$ cat src/rtl/elink_trig_vote_monitor.sv
`default_nettype none
// ============================================================================
// elink_trig_vote_monitor: forwards voted e-link trigger data, substitutes the
// last good word on no-majority, keeps statistics and tracks link health.
// Revision: 1.0
// ============================================================================
module elink_trig_vote_monitor #(
    parameter int CNT_WIDTH      = 16,
    parameter int DEGRADE_THRESH = 4,
    parameter int FAULT_THRESH   = 16,
    parameter int RECOVER_COUNT  = 64
) (
    input  logic                 clk,
    input  logic                 rst,
    input  logic [13:0]          voted_in,
    input  logic                 voted_valid,
    input  logic                 cnt_clear,
    output logic [11:0]          trig_out,
    output logic                 trig_valid,
    output logic                 trig_substituted,
    output logic [1:0]           link_state,
    output logic                 fault_irq,
    output logic [CNT_WIDTH-1:0] cnt_unanimous,
    output logic [CNT_WIDTH-1:0] cnt_majority,
    output logic [CNT_WIDTH-1:0] cnt_nomajority
);

    typedef enum logic [1:0] {
        ST_OK       = 2'd0,
        ST_DEGRADED = 2'd1,
        ST_FAULT    = 2'd2
    } state_t;

    localparam logic [7:0]           C_DEGRADE = 8'(DEGRADE_THRESH);
    localparam logic [7:0]           C_FAULT   = 8'(FAULT_THRESH);
    localparam logic [7:0]           C_RECOVER = 8'(RECOVER_COUNT);
    localparam logic [CNT_WIDTH-1:0] C_CNT_MAX = {CNT_WIDTH{1'b1}};
    localparam logic [CNT_WIDTH-1:0] C_CNT_ONE = CNT_WIDTH'(1);

    state_t                state_q, state_d;
    logic [11:0]           trig_out_q, trig_out_d;
    logic                  trig_valid_q, trig_valid_d;
    logic                  subst_q, subst_d;
    logic                  fault_irq_q, fault_irq_d;
    logic [11:0]           last_good_q, last_good_d;
    logic [7:0]            bad_run_q, bad_run_d;
    logic [7:0]            good_run_q, good_run_d;
    logic [CNT_WIDTH-1:0]  cnt_unan_q, cnt_unan_d;
    logic [CNT_WIDTH-1:0]  cnt_maj_q, cnt_maj_d;
    logic [CNT_WIDTH-1:0]  cnt_nomaj_q, cnt_nomaj_d;

    logic [1:0]  w_conf;
    logic        w_good;
    logic        w_unan;
    logic [7:0]  w_bad_inc;
    logic [7:0]  w_good_inc;

    always_comb begin
        w_conf     = voted_in[13:12];
        w_unan     = (w_conf == 2'd2);
        w_good     = (w_conf == 2'd1) || w_unan;
        w_bad_inc  = (bad_run_q  == 8'hFF) ? 8'hFF : bad_run_q  + 8'd1;
        w_good_inc = (good_run_q == 8'hFF) ? 8'hFF : good_run_q + 8'd1;

        state_d      = state_q;
        trig_out_d   = trig_out_q;
        subst_d      = subst_q;
        last_good_d  = last_good_q;
        bad_run_d    = bad_run_q;
        good_run_d   = good_run_q;
        trig_valid_d = voted_valid;
        fault_irq_d  = 1'b0;
        cnt_unan_d   = cnt_unan_q;
        cnt_maj_d    = cnt_maj_q;
        cnt_nomaj_d  = cnt_nomaj_q;

        if (voted_valid) begin
            bad_run_d  = w_good ? 8'd0 : w_bad_inc;
            good_run_d = w_unan ? w_good_inc : 8'd0;

            // Thresholds compare against the post-increment run length.
            case (state_q)
                ST_OK: begin
                    if (!w_good && (w_bad_inc >= C_DEGRADE))
                        state_d = ST_DEGRADED;
                end
                ST_DEGRADED: begin
                    if (!w_good && (w_bad_inc >= C_FAULT))
                        state_d = ST_FAULT;
                    else if (w_unan && (w_good_inc >= C_RECOVER))
                        state_d = ST_OK;
                end
                ST_FAULT: begin
                    if (w_unan && (w_good_inc >= C_RECOVER))
                        state_d = ST_DEGRADED;
                end
                default: state_d = ST_OK;
            endcase

            if (state_d != state_q)
                good_run_d = 8'd0;
            fault_irq_d = (state_d == ST_FAULT) && (state_q != ST_FAULT);

            if (w_good)
                last_good_d = voted_in[11:0];
            if (state_q == ST_FAULT) begin
                trig_out_d = 12'd0;
                subst_d    = 1'b1;
            end else if (w_good) begin
                trig_out_d = voted_in[11:0];
                subst_d    = 1'b0;
            end else begin
                trig_out_d = last_good_q;
                subst_d    = 1'b1;
            end
        end

        if (cnt_clear) begin
            cnt_unan_d  = '0;
            cnt_maj_d   = '0;
            cnt_nomaj_d = '0;
        end else if (voted_valid) begin
            if (w_unan) begin
                if (cnt_unan_q != C_CNT_MAX) cnt_unan_d = cnt_unan_q + C_CNT_ONE;
            end else if (w_good) begin
                if (cnt_maj_q != C_CNT_MAX) cnt_maj_d = cnt_maj_q + C_CNT_ONE;
            end else begin
                if (cnt_nomaj_q != C_CNT_MAX) cnt_nomaj_d = cnt_nomaj_q + C_CNT_ONE;
            end
        end
    end

    always_ff @(posedge clk or posedge rst) begin
        if (rst) begin
            state_q      <= ST_OK;
            trig_out_q   <= 12'd0;
            trig_valid_q <= 1'b0;
            subst_q      <= 1'b0;
            fault_irq_q  <= 1'b0;
            last_good_q  <= 12'd0;
            bad_run_q    <= 8'd0;
            good_run_q   <= 8'd0;
            cnt_unan_q   <= '0;
            cnt_maj_q    <= '0;
            cnt_nomaj_q  <= '0;
        end else begin
            state_q      <= state_d;
            trig_out_q   <= trig_out_d;
            trig_valid_q <= trig_valid_d;
            subst_q      <= subst_d;
            fault_irq_q  <= fault_irq_d;
            last_good_q  <= last_good_d;
            bad_run_q    <= bad_run_d;
            good_run_q   <= good_run_d;
            cnt_unan_q   <= cnt_unan_d;
            cnt_maj_q    <= cnt_maj_d;
            cnt_nomaj_q  <= cnt_nomaj_d;
        end
    end

    assign trig_out         = trig_out_q;
    assign trig_valid       = trig_valid_q;
    assign trig_substituted = subst_q;
    assign link_state       = state_q;
    assign fault_irq        = fault_irq_q;
    assign cnt_unanimous    = cnt_unan_q;
    assign cnt_majority     = cnt_maj_q;
    assign cnt_nomajority   = cnt_nomaj_q;

endmodule
`default_nettype wire
$ cat config.mk
export PLATFORM = sky130hd
export DESIGN_NAME = elink_trig_vote_monitor
export DESIGN_NICKNAME = d
export VERILOG_FILES = /design/src/rtl/elink_trig_vote_monitor.sv
export SDC_FILE = /design/constraint.sdc
export NUM_CORES = 1
export LEC_CHECK = 0
export BUFFER_PORTS_ARGS = -buffer_cell sky130_fd_sc_hd__buf_2
export CAP_MARGIN = 20
export CELL_PAD_IN_SITES_DETAIL_PLACEMENT = 1
export CELL_PAD_IN_SITES_GLOBAL_PLACEMENT = 2
export CORE_MARGIN = 5
export CORE_UTILIZATION = 31
export CTS_CLUSTER_DIAMETER = 100
export DETAILED_ROUTE_END_ITERATION = 7
export PLACE_DENSITY = 0.75
export SKIP_CTS_REPAIR_TIMING = 1
export SYNTH_ARGS = -nofsm -noshare
export SYNTH_HDL_FRONTEND = slang
export SYNTH_SLANG_ARGS = --single-unit
$ cat constraint.sdc
create_clock -name clk -period 6.9 [get_ports clk]
set_input_delay 0.345 -clock clk [delete_from_list [all_inputs] [get_ports clk]]
set_output_delay 0.345 -clock clk [all_outputs]
set_load 0.03 [all_outputs]
Word level (Yosys, flattened, before mapping)
Cells that the tools add are included.
Word-level totals
  bits in latches: 0
  word-level logic and storage cells: 79
  bits in writable memories: 0
  output and inout bits: 65
  register bits: 93
  memories kept: 0
  memory bits (read-only): 0
  bits of input ports: 18
Cells by class
  add/sub/neg operators: 5
  bitwise operators: 0
  divide/modulo/power cells: 0
  $lt $le $gt $ge: 3
  shifts and indexed selects: 0
  multiply operators: 0
  equal/unequal tests: 14
  muxes and demuxes: 30
  reductions and logical operators: 16
Operators by type and width (number)
  2-to-1 mux 16 bit: 14
  adder 16 x 1 -> 16 bit (second input constant): 3
  != test 16 bit (second input constant): 3
  2-to-1 mux 8 bit: 5
  2-to-1 mux 12 bit: 2
  adder 8 x 1 -> 8 bit (second input constant): 2
  == test 8 bit (second input constant): 2
  nonzero test 2 bit: 6
  2-to-1 mux 2 bit: 5
  >= comparator 8 x 3 -> 1 bit (second input constant): 1
  >= comparator 8 x 5 -> 1 bit (second input constant): 1
  >= comparator 8 x 7 -> 1 bit (second input constant): 1
  AND reduction 4 bit: 2
  == test 2 bit (second input constant): 3
  != test 2 bit (second input constant): 3
  case mux 2 bit (3 select lines): 1
  == test 2 x 1 -> 1 bit (second input constant): 2
  logical AND 1 bit: 4
  2-to-1 mux 1 bit: 3
  AND reduction 3 bit: 1
  zero test 2 bit: 1
  != test 2 bit: 1
  zero test 1 bit: 1
  logical OR 1 bit: 1

Depth between registers and ports, before layout
Gate-level depths: netlist (run 1).
  depth in word-level cells: 11
  gate-level depth with buffers: 9
  depth with buffers taken out: 8

Least setup slack after synthesis (run 1)
Ideal clock, no wire load.
  path type: reg2reg
  from: register good_run_q[0]
  to: register good_run_q[2]
  library setup time: 94 ps
  period minus slack after synthesis: 2209 ps
  cell stages (with the launch flop): 9
  arrival time: 2116 ps
  setup slack: 4691 ps
  cells stage by stage: dfrtp_1 -> ha_1 -> and4_1 -> buf_6 -> o311a_1 -> and2_4 -> a211oi_4 -> a31oi_4 -> a221oi_2
Between the ends
  cells in the longest elaborated chain, start to end: 10
  elaborated cells on any way between the ends: 13
Ends and longest elaborated chain
  start: declaration: line 47  | logic [7:0] good_run_q, good_run_d;
  start signal: assignment: line 154  | good_run_q <= good_run_d;
  adder 8 x 1 -> 8 bit or == test 8 bit (tied branches): line 63  | w_good_inc = (good_run_q == 8'hFF) ? 8'hFF : good_run_q + 8'd1;
  2-to-1 mux 8 bit (*): line 63
  >= comparator 8 x 7 -> 1 bit: line 90, 94
  logical AND 1 bit: line 90, 94
  2-to-1 mux 2 bit: line 90  | else if (w_unan && (w_good_inc >= C_RECOVER))
  2-to-1 mux 2 bit: line 88  | if (!w_good && (w_bad_inc >= C_FAULT))
  case mux 2 bit (3 select lines): line 82  | case (state_q)
  2-to-1 mux 2 bit: line 77  | if (voted_valid) begin
  != test 2 bit: line 100  | if (state_d != state_q)
  2-to-1 mux 8 bit (*): line 100
Mark *: on every way between the ends. The rest lies on a longest branch, timed or not. The select of a mux whose other input is x is not followed.
A chain may end at the register's enable or synchronous reset.

Worst setup path in the final report (run 1)
  from: register bad_run_q[0]
  to: register good_run_q[2]
Between the ends
  cells in the longest elaborated chain, start to end: 9
  elaborated cells on any way between the ends: 13
Ends and longest elaborated chain
  start: declaration: line 46  | logic [7:0] bad_run_q, bad_run_d;
  start signal: assignment: line 153  | bad_run_q <= bad_run_d;
  adder 8 x 1 -> 8 bit or == test 8 bit (tied branches): line 62  | w_bad_inc = (bad_run_q == 8'hFF) ? 8'hFF : bad_run_q + 8'd1;
  2-to-1 mux 8 bit (*): line 62
  >= comparator 8 x 5 -> 1 bit or >= comparator 8 x 3 -> 1 bit (tied branches): line 88, 84
  logical AND 1 bit (on tied branches): line 88, 84
  2-to-1 mux 2 bit (on tied branches): line 88, 84
  case mux 2 bit (3 select lines) (*): line 82
  2-to-1 mux 2 bit (*): line 77
  != test 2 bit (*): line 100
  2-to-1 mux 8 bit (*): line 100
Marked as above.

==> results_dict.tcl, run 1 <==
set metrics [dict create \
    row_count 45 \
    hpwl_mm 8.40 \
    cp_max_fo 10 \
    period_minus_slack_ps 2390 \
    seq_area_frac_synth_pct 48.3 \
    ioPinCount 83 \
    gp_congestion 0.779 \
    drtIter0Drc 135 \
    start_kind "flop" \
    crit_arrival_ps 2640 \
    final_cell_mix "dfrtp_1 (93), buf_2 (82), nor2_1 (61), nand2_1 (31), a21oi_1 (29)" \
    cts_tree "yes" \
    drc 0 \
    numCtsBuffers 9 \
    antenna_found_initial 0 \
    drt_first_pass_iters 4 \
    grt_pass1_vias 4073 \
    cpMaxStageDelayCell "nor4b_1" \
    vdd_drop_max_mv 0.107 \
    multi_input_area_sq_um 2240 \
    r2r_setup_slack_ps 4510 \
    reg2reg_depth 7 \
    drive_gt1_share_pct 22.0 \
    drv_cap 0 \
    grt_start_max_net_pins 61 \
    r2r_start "bad_run_q[0]" \
    ys.flop_type "dfrtp_1" \
    htree_levels 3 \
    drt-total-wl_mm 11.9 \
    crit_family "simple AND/OR/NAND/NOR gates" \
    setup-tns-final_ps 0 \
    hold_path_class "in2async" \
    rsz0062_at_grt "false" \
    die_area_sq_um 18100 \
    total_power_mw 1.30 \
    postSynthCellCount 490 \
    slew_headroom_pct 30.0 \
    syn-num-nets 514 \
    fp.coreArea_sq_um 15200 \
    worst_setup_path_end_kind "flop" \
    hold_viol 0 \
    crit_type "reg2reg" \
    r2r-end "good_run_q[2]" \
    crit_path_cell_trace "ha_1 -> and3_1 -> nor4b_1 -> nor2_1 -> a211oi_4 -> a31oi_4 -> a221oi_2" \
    viasPerCell 5.12 \
    diodes 0 \
    die_w_microns 135 \
    skew_ps 7.01 \
    fillCellCount 1765 \
    final-max-slew-violation-count 0 \
    p_leak_nw 2.64 \
    critical_path_required_ps 7140 \
    cts_sinks 93 \
    regArea_sq_um 2330 \
    netlist_area_sq_um 4810 \
    io_buffers 82 \
    yosys_register_bits 93 \
    placed_cells 739 \
    hold_ws_ps 73.4 \
    status "completed" \
    clock_latency_ps 340 \
    grt-ovfl-total 0 \
    vias 3864 \
    grt_usage_pct 13.7 \
    wl_per_cell_microns 15.8 \
    synthArstFlopShare_pct 100 \
    nNetsFinal 586 \
    die_h_microns 135 \
    grt_pass1_wl_mm 20.3 \
    finalSetupViolCount 0 \
    clk_path_buf_depth 2 \
    yosys_warnings 0 \
    ant_nets 0 \
    cp-startpoint "bad_run_q[0]" \
    synth_area_per_cell_sq_um 9.83 \
    synth_cell_types 60 \
    fmax_mhz 418 \
    fin_cells 755 \
    synth_edf_count 0 \
    final_core_util_pct 37.2 \
    p_per_area_nw_per_um2 229 \
    endpoint "good_run_q[2]" \
    slowest_delay_ps 430 \
    root_buffer "clkbuf_16" \
    fin_crit_sh_pct 34.7 \
    path_depth 7 \
    layout_commonest_cell "dfrtp_1" \
    initial_core_util_pct 31.7 \
    worst_pin_slew_ps 1050 \
    crit_buf_inv 0 \
    clkTransAtPathRegs_ps 70 \
    area_growth_pct 17.5 \
]
worst register-to-register path: stages (launching register included):
cell	delay, ps
dfrtp_1	370
ha_1	220
and3_1	380
nor4b_1	430
nor2_1	180
a211oi_4	260
a31oi_4	170
a221oi_2	300
flip-flops by register name, summed over array words and instances, names as in the netlist:
name / count
trig_substituted: 1
cnt_unanimous: 16
trig_out: 12
bad_run_q: 8
cnt_majority: 16
last_good_q: 12
fault_irq: 1
trig_valid: 1
link_state: 2
good_run_q: 8
cnt_nomajority: 16
per-stage QoR:
| step | setup WS, ps | cell area [sq um] |
|---|---|---|
| after global routing | 4330 | 5660 |
| after CTS | 4510 | 5660 |
| final | 4510 | 5660 |
| after floorplan | 4130 | 4810 |
| after detailed placement | 4350 | 5340 |
| after global placement | 4440 | 5340 |
per-layer routing:
metal  global-route usage (%)  share of wire, %  up-vias  wire length, microns
met1                     18.4                47     1933                  5630
met4                     4.19               1.2        0                   146
met3                     3.20               3.3        9                   393
met2                     21.8                48       58                  5760
li1                         -                 -     1864                     -
met5                        0                 0        -                     0
worst min path at each step:
stage	startpoint	to	slack [ps]	cells after the start
2_1_floorplan	voted_valid	trig_valid	380	0
3_3_place_gp	rst	cnt_majority[5]	480	2
3_5_place_dp	rst	cnt_majority[5]	470	2
4_1_cts	rst	cnt_majority[2]	100	2
5_1_grt	rst	cnt_majority[5]	140	2
6_report	rst	cnt_majority[0]	70	2
report_power, final:
part	internal, mW	total, mW	switching [mW]
registers	0.581	0.610	0.0290
logic	0.0629	0.173	0.110
clock network	0.310	0.513	0.203
Yosys cell counts, types with 2 or more instances:
library cell | instances | area, sq um
mux2i_1 | 15 | 150
and2_1 | 2 | 12.5
and4_1 | 7 | 61.3
nor2_1 | 61 | 229
o41ai_1 | 2 | 17.5
and3_1 | 8 | 50.1
ha_1 | 6 | 75.1
o21ai_0 | 15 | 75.1
and3_2 | 3 | 22.5
buf_6 | 2 | 22.5
dfrtp_1 | 93 | 2330
clkbuf_1 | 16 | 60.1
clkbuf_8 | 2 | 27.5
inv_1 | 24 | 90.1
a41oi_1 | 3 | 26.3
nand2_1 | 31 | 116
nand4_1 | 9 | 56.3
a21oi_1 | 29 | 145
o31ai_1 | 4 | 30.0
nor2b_1 | 3 | 18.8
nand2b_1 | 4 | 25.0
a31oi_1 | 5 | 31.3
nor3b_1 | 3 | 22.5
mux2_2 | 12 | 135
xnor2_1 | 20 | 175
nor3_1 | 7 | 35.0
and3b_1 | 4 | 35.0
xor2_1 | 21 | 184
clkbuf_2 | 2 | 10.0
o22ai_1 | 13 | 81.3
nand3_1 | 24 | 120
a211oi_1 | 2 | 15.0
nand3b_1 | 2 | 15.0
or3_1 | 7 | 43.8
o211ai_1 | 3 | 22.5
o311ai_0 | 2 | 17.5
layout make-up:
class                      count  area share [%]
multi-input combinational    347            39.6
clock inverter                 3           0.752
inverter                      24            1.61
tap                          188            4.16
sequential                    93            41.1
timing repair buffer          87            7.92
clock buffer                  13            4.78
logic make-up after synthesis:
family,after synthesis,share of synthesized area (%)
AND/OR/NAND/NOR,181,18.8
flip-flops,93,48.3
AO/OA/AOI/OAI,92,12.8
buffers and inverters,50,5.09
XOR/XNOR,41,7.46
multiplexers,27,5.93
adder cells (fa/ha/maj),6,1.56
No activity file was read; power rests on OpenSTA's default activity.
==> inputs of run 2 (changes only) <==
--- a/config.mk
+++ b/config.mk
@@ -13,7 +13,7 @@
 export CORE_UTILIZATION = 31
 export CTS_CLUSTER_DIAMETER = 100
 export DETAILED_ROUTE_END_ITERATION = 7
-export PLACE_DENSITY = 0.75
+export PLACE_DENSITY = 0.78
 export SKIP_CTS_REPAIR_TIMING = 1
 export SYNTH_ARGS = -nofsm -noshare
 export SYNTH_HDL_FRONTEND = slang
==> constraint.sdc (replaced) <==
create_clock -name clk -period 2.04 [get_ports clk]
set_input_delay 0.102 -clock clk [delete_from_list [all_inputs] [get_ports clk]]
set_output_delay 0.102 -clock clk [all_outputs]
set_load 0.03 [all_outputs]
==> run 2 against run 1 <==
Against the previous run:
- the flow now finishes with violations (setup timing)
- clock skew is 1.6 ps lower
- flip-flop and latch count stayed put
- register-to-register slack worse by 4500 ps
- combinational power grew to 3.9 times the previous value
- cell count is 5.3% higher
- via count is 4.9% higher
- utilization is 2.5 points higher
- total power grew to 3.5 times the previous value
- die area stayed put
- clock power grew to 3.6 times the previous value
- routed wire length is 8.8% higher
- design area is 6.8% higher
==> results_dict.tcl, run 2 (same netlist as run 1, synthesis figures left out) <==
set metrics [dict create \
    clkTransAtPathRegs_ps 70 \
    layout_commonest_cell "dfrtp_1" \
    r2r_start "good_run_q[1]" \
    gp_congestion 0.786 \
    fin_crit_sh_pct 100 \
    clk_path_buf_depth 2 \
    drive_gt1_share_pct 28.3 \
    hold_path_class "in2reg" \
    regArea_sq_um 2330 \
    initial_core_util_pct 31.7 \
    antenna_found_initial 0 \
    drv_cap 0 \
    fmax_mhz 490 \
    die_w_microns 135 \
    drt_first_pass_iters 4 \
    grt_usage_pct 14.8 \
    final_cell_mix "dfrtp_1 (93), buf_2 (82), nor2_1 (60), buf_4 (43), nand2_1 (31)" \
    p_per_area_nw_per_um2 756 \
    rsz0062_at_grt "true" \
    drc 0 \
    whs_endpoint "last_good_q[7]" \
    setup_ws_ps -1.35 \
    r2r_setup_slack_ps -1 \
    io_buffers 82 \
    crit_type "reg2reg" \
    start_kind "flop" \
    setup-tns-final_ps -1.35 \
    drt-total-wl_mm 13.0 \
    cts_tree "yes" \
    holdPathStages 2 \
    viasPerCell 5.10 \
    place_area_sq_um 5660 \
    violations "setup timing" \
    critical_path_required_ps 2300 \
    wl_per_cell_microns 16.3 \
    numCtsBuffers 9 \
    hold_viol 0 \
    drtIter0Drc 145 \
    crit_arrival_ps 2300 \
    crit_path_cell_trace "ha_2 -> and4_1 -> o311a_1 -> and2_4 -> a211oi_4 -> a31oi_4 -> a221oi_2" \
    hp-start "voted_in[7]" \
    reg2reg_depth 7 \
    dpl_worst_slack_ps -93.8 \
    final_area_sq_um 6040 \
    status "complete, but fails checks" \
    slowest_delay_ps 390 \
    row_count 45 \
    area_growth_pct 25.5 \
    finalSetupViolCount 1 \
    slew_headroom_pct 64.8 \
    die_h_microns 135 \
    r2r-end "good_run_q[2]" \
    diodes 0 \
    fillCellCount 1786 \
    vias 4053 \
    ioPinCount 83 \
    die_area_sq_um 18100 \
    vdd_drop_max_mv 0.382 \
    final-max-slew-violation-count 0 \
    grt_pass1_wl_mm 22.0 \
    grt_pass1_vias 4429 \
    worst_setup_path_end_kind "flop" \
    cts_sinks 93 \
    multi_input_area_sq_um 2300 \
    cpMaxStageDelayCell "dfrtp_1" \
    clock_latency_ps 350 \
    ant_nets 0 \
    skew_ps 5.42 \
    fp.coreArea_sq_um 15200 \
    final_core_util_pct 39.8 \
    worst_pin_slew_ps 522 \
    grt_util_met3_pct 3.87 \
    grt_start_max_net_pins 94 \
    htree_levels 3 \
    period_minus_slack_ps 2040 \
    cp_max_fo 5 \
    root_buffer "clkbuf_16" \
    p_leak_nw 2.87 \
    met1_usage_pct 19.1 \
    grt-ovfl-total 0 \
    nNetsFinal 626 \
    hpwl_mm 9.13 \
    grt.busiest_layer "met2" \
    use_met2_pct 24.5 \
]
==> run 2: worst max path at each step <==
stage,start,endpoint,slack [ps],cells after the start
finish,good_run_q[1],good_run_q[2],-1,7
global route,good_run_q[1],good_run_q[1],-90,7
CTS,bad_run_q[0],good_run_q[2],-110,7
detailed placement,bad_run_q[0],good_run_q[2],-90,7
global placement,bad_run_q[0],good_run_q[2],-7,7
floorplan,good_run_q[0],good_run_q[2],-50,8
==> run 2: per-layer routing <==
metal,part of all wire (%),wire length (microns)
met1,45,5900
met2,49,6420
met3,3.8,491
met4,1.4,180
met5,0,0
==> run 2: layout make-up <==
type                    instances  share of cell area [%]
flip-flops and latches         93                    38.5
multi-input cells             347                    38.0
repair buffers                127                    12.6
clock buffers                  12                    4.24
clock inverters                 4                    1.16
well taps                     188                    3.89
inverters                      24                    1.55
==> run 2: power breakdown <==
group	internal (mW)	switching [mW]	total, mW
sequential	1.96	0.0698	2.03
clock	1.14	0.725	1.86
combinational	0.252	0.423	0.674
==> run 2: metrics by stage <==
stage / cells / hold WS (ps) / power [mW]
2_1_floorplan: 490 / 133 / 2.52
3_3_place_gp: 778 / 293 / 2.72
3_5_place_dp: 778 / 301 / 2.75
4_1_cts: 794 / -74.9 / 4.63
5_1_grt: 795 / 6.29 / 4.79
6_report: 795 / 5.96 / 4.57
==> run 2: worst max-delay path, delay by kind of cell, from the launching register on <==
| family | cells | cell delay (ps) |
|---|---|---|
| DFF | 1 | 390 |
| adders and majority gates | 1 | 190 |
| AOI/OAI and AO/OA | 4 | 1010 |
| and+or+nand+nor | 2 | 360 |
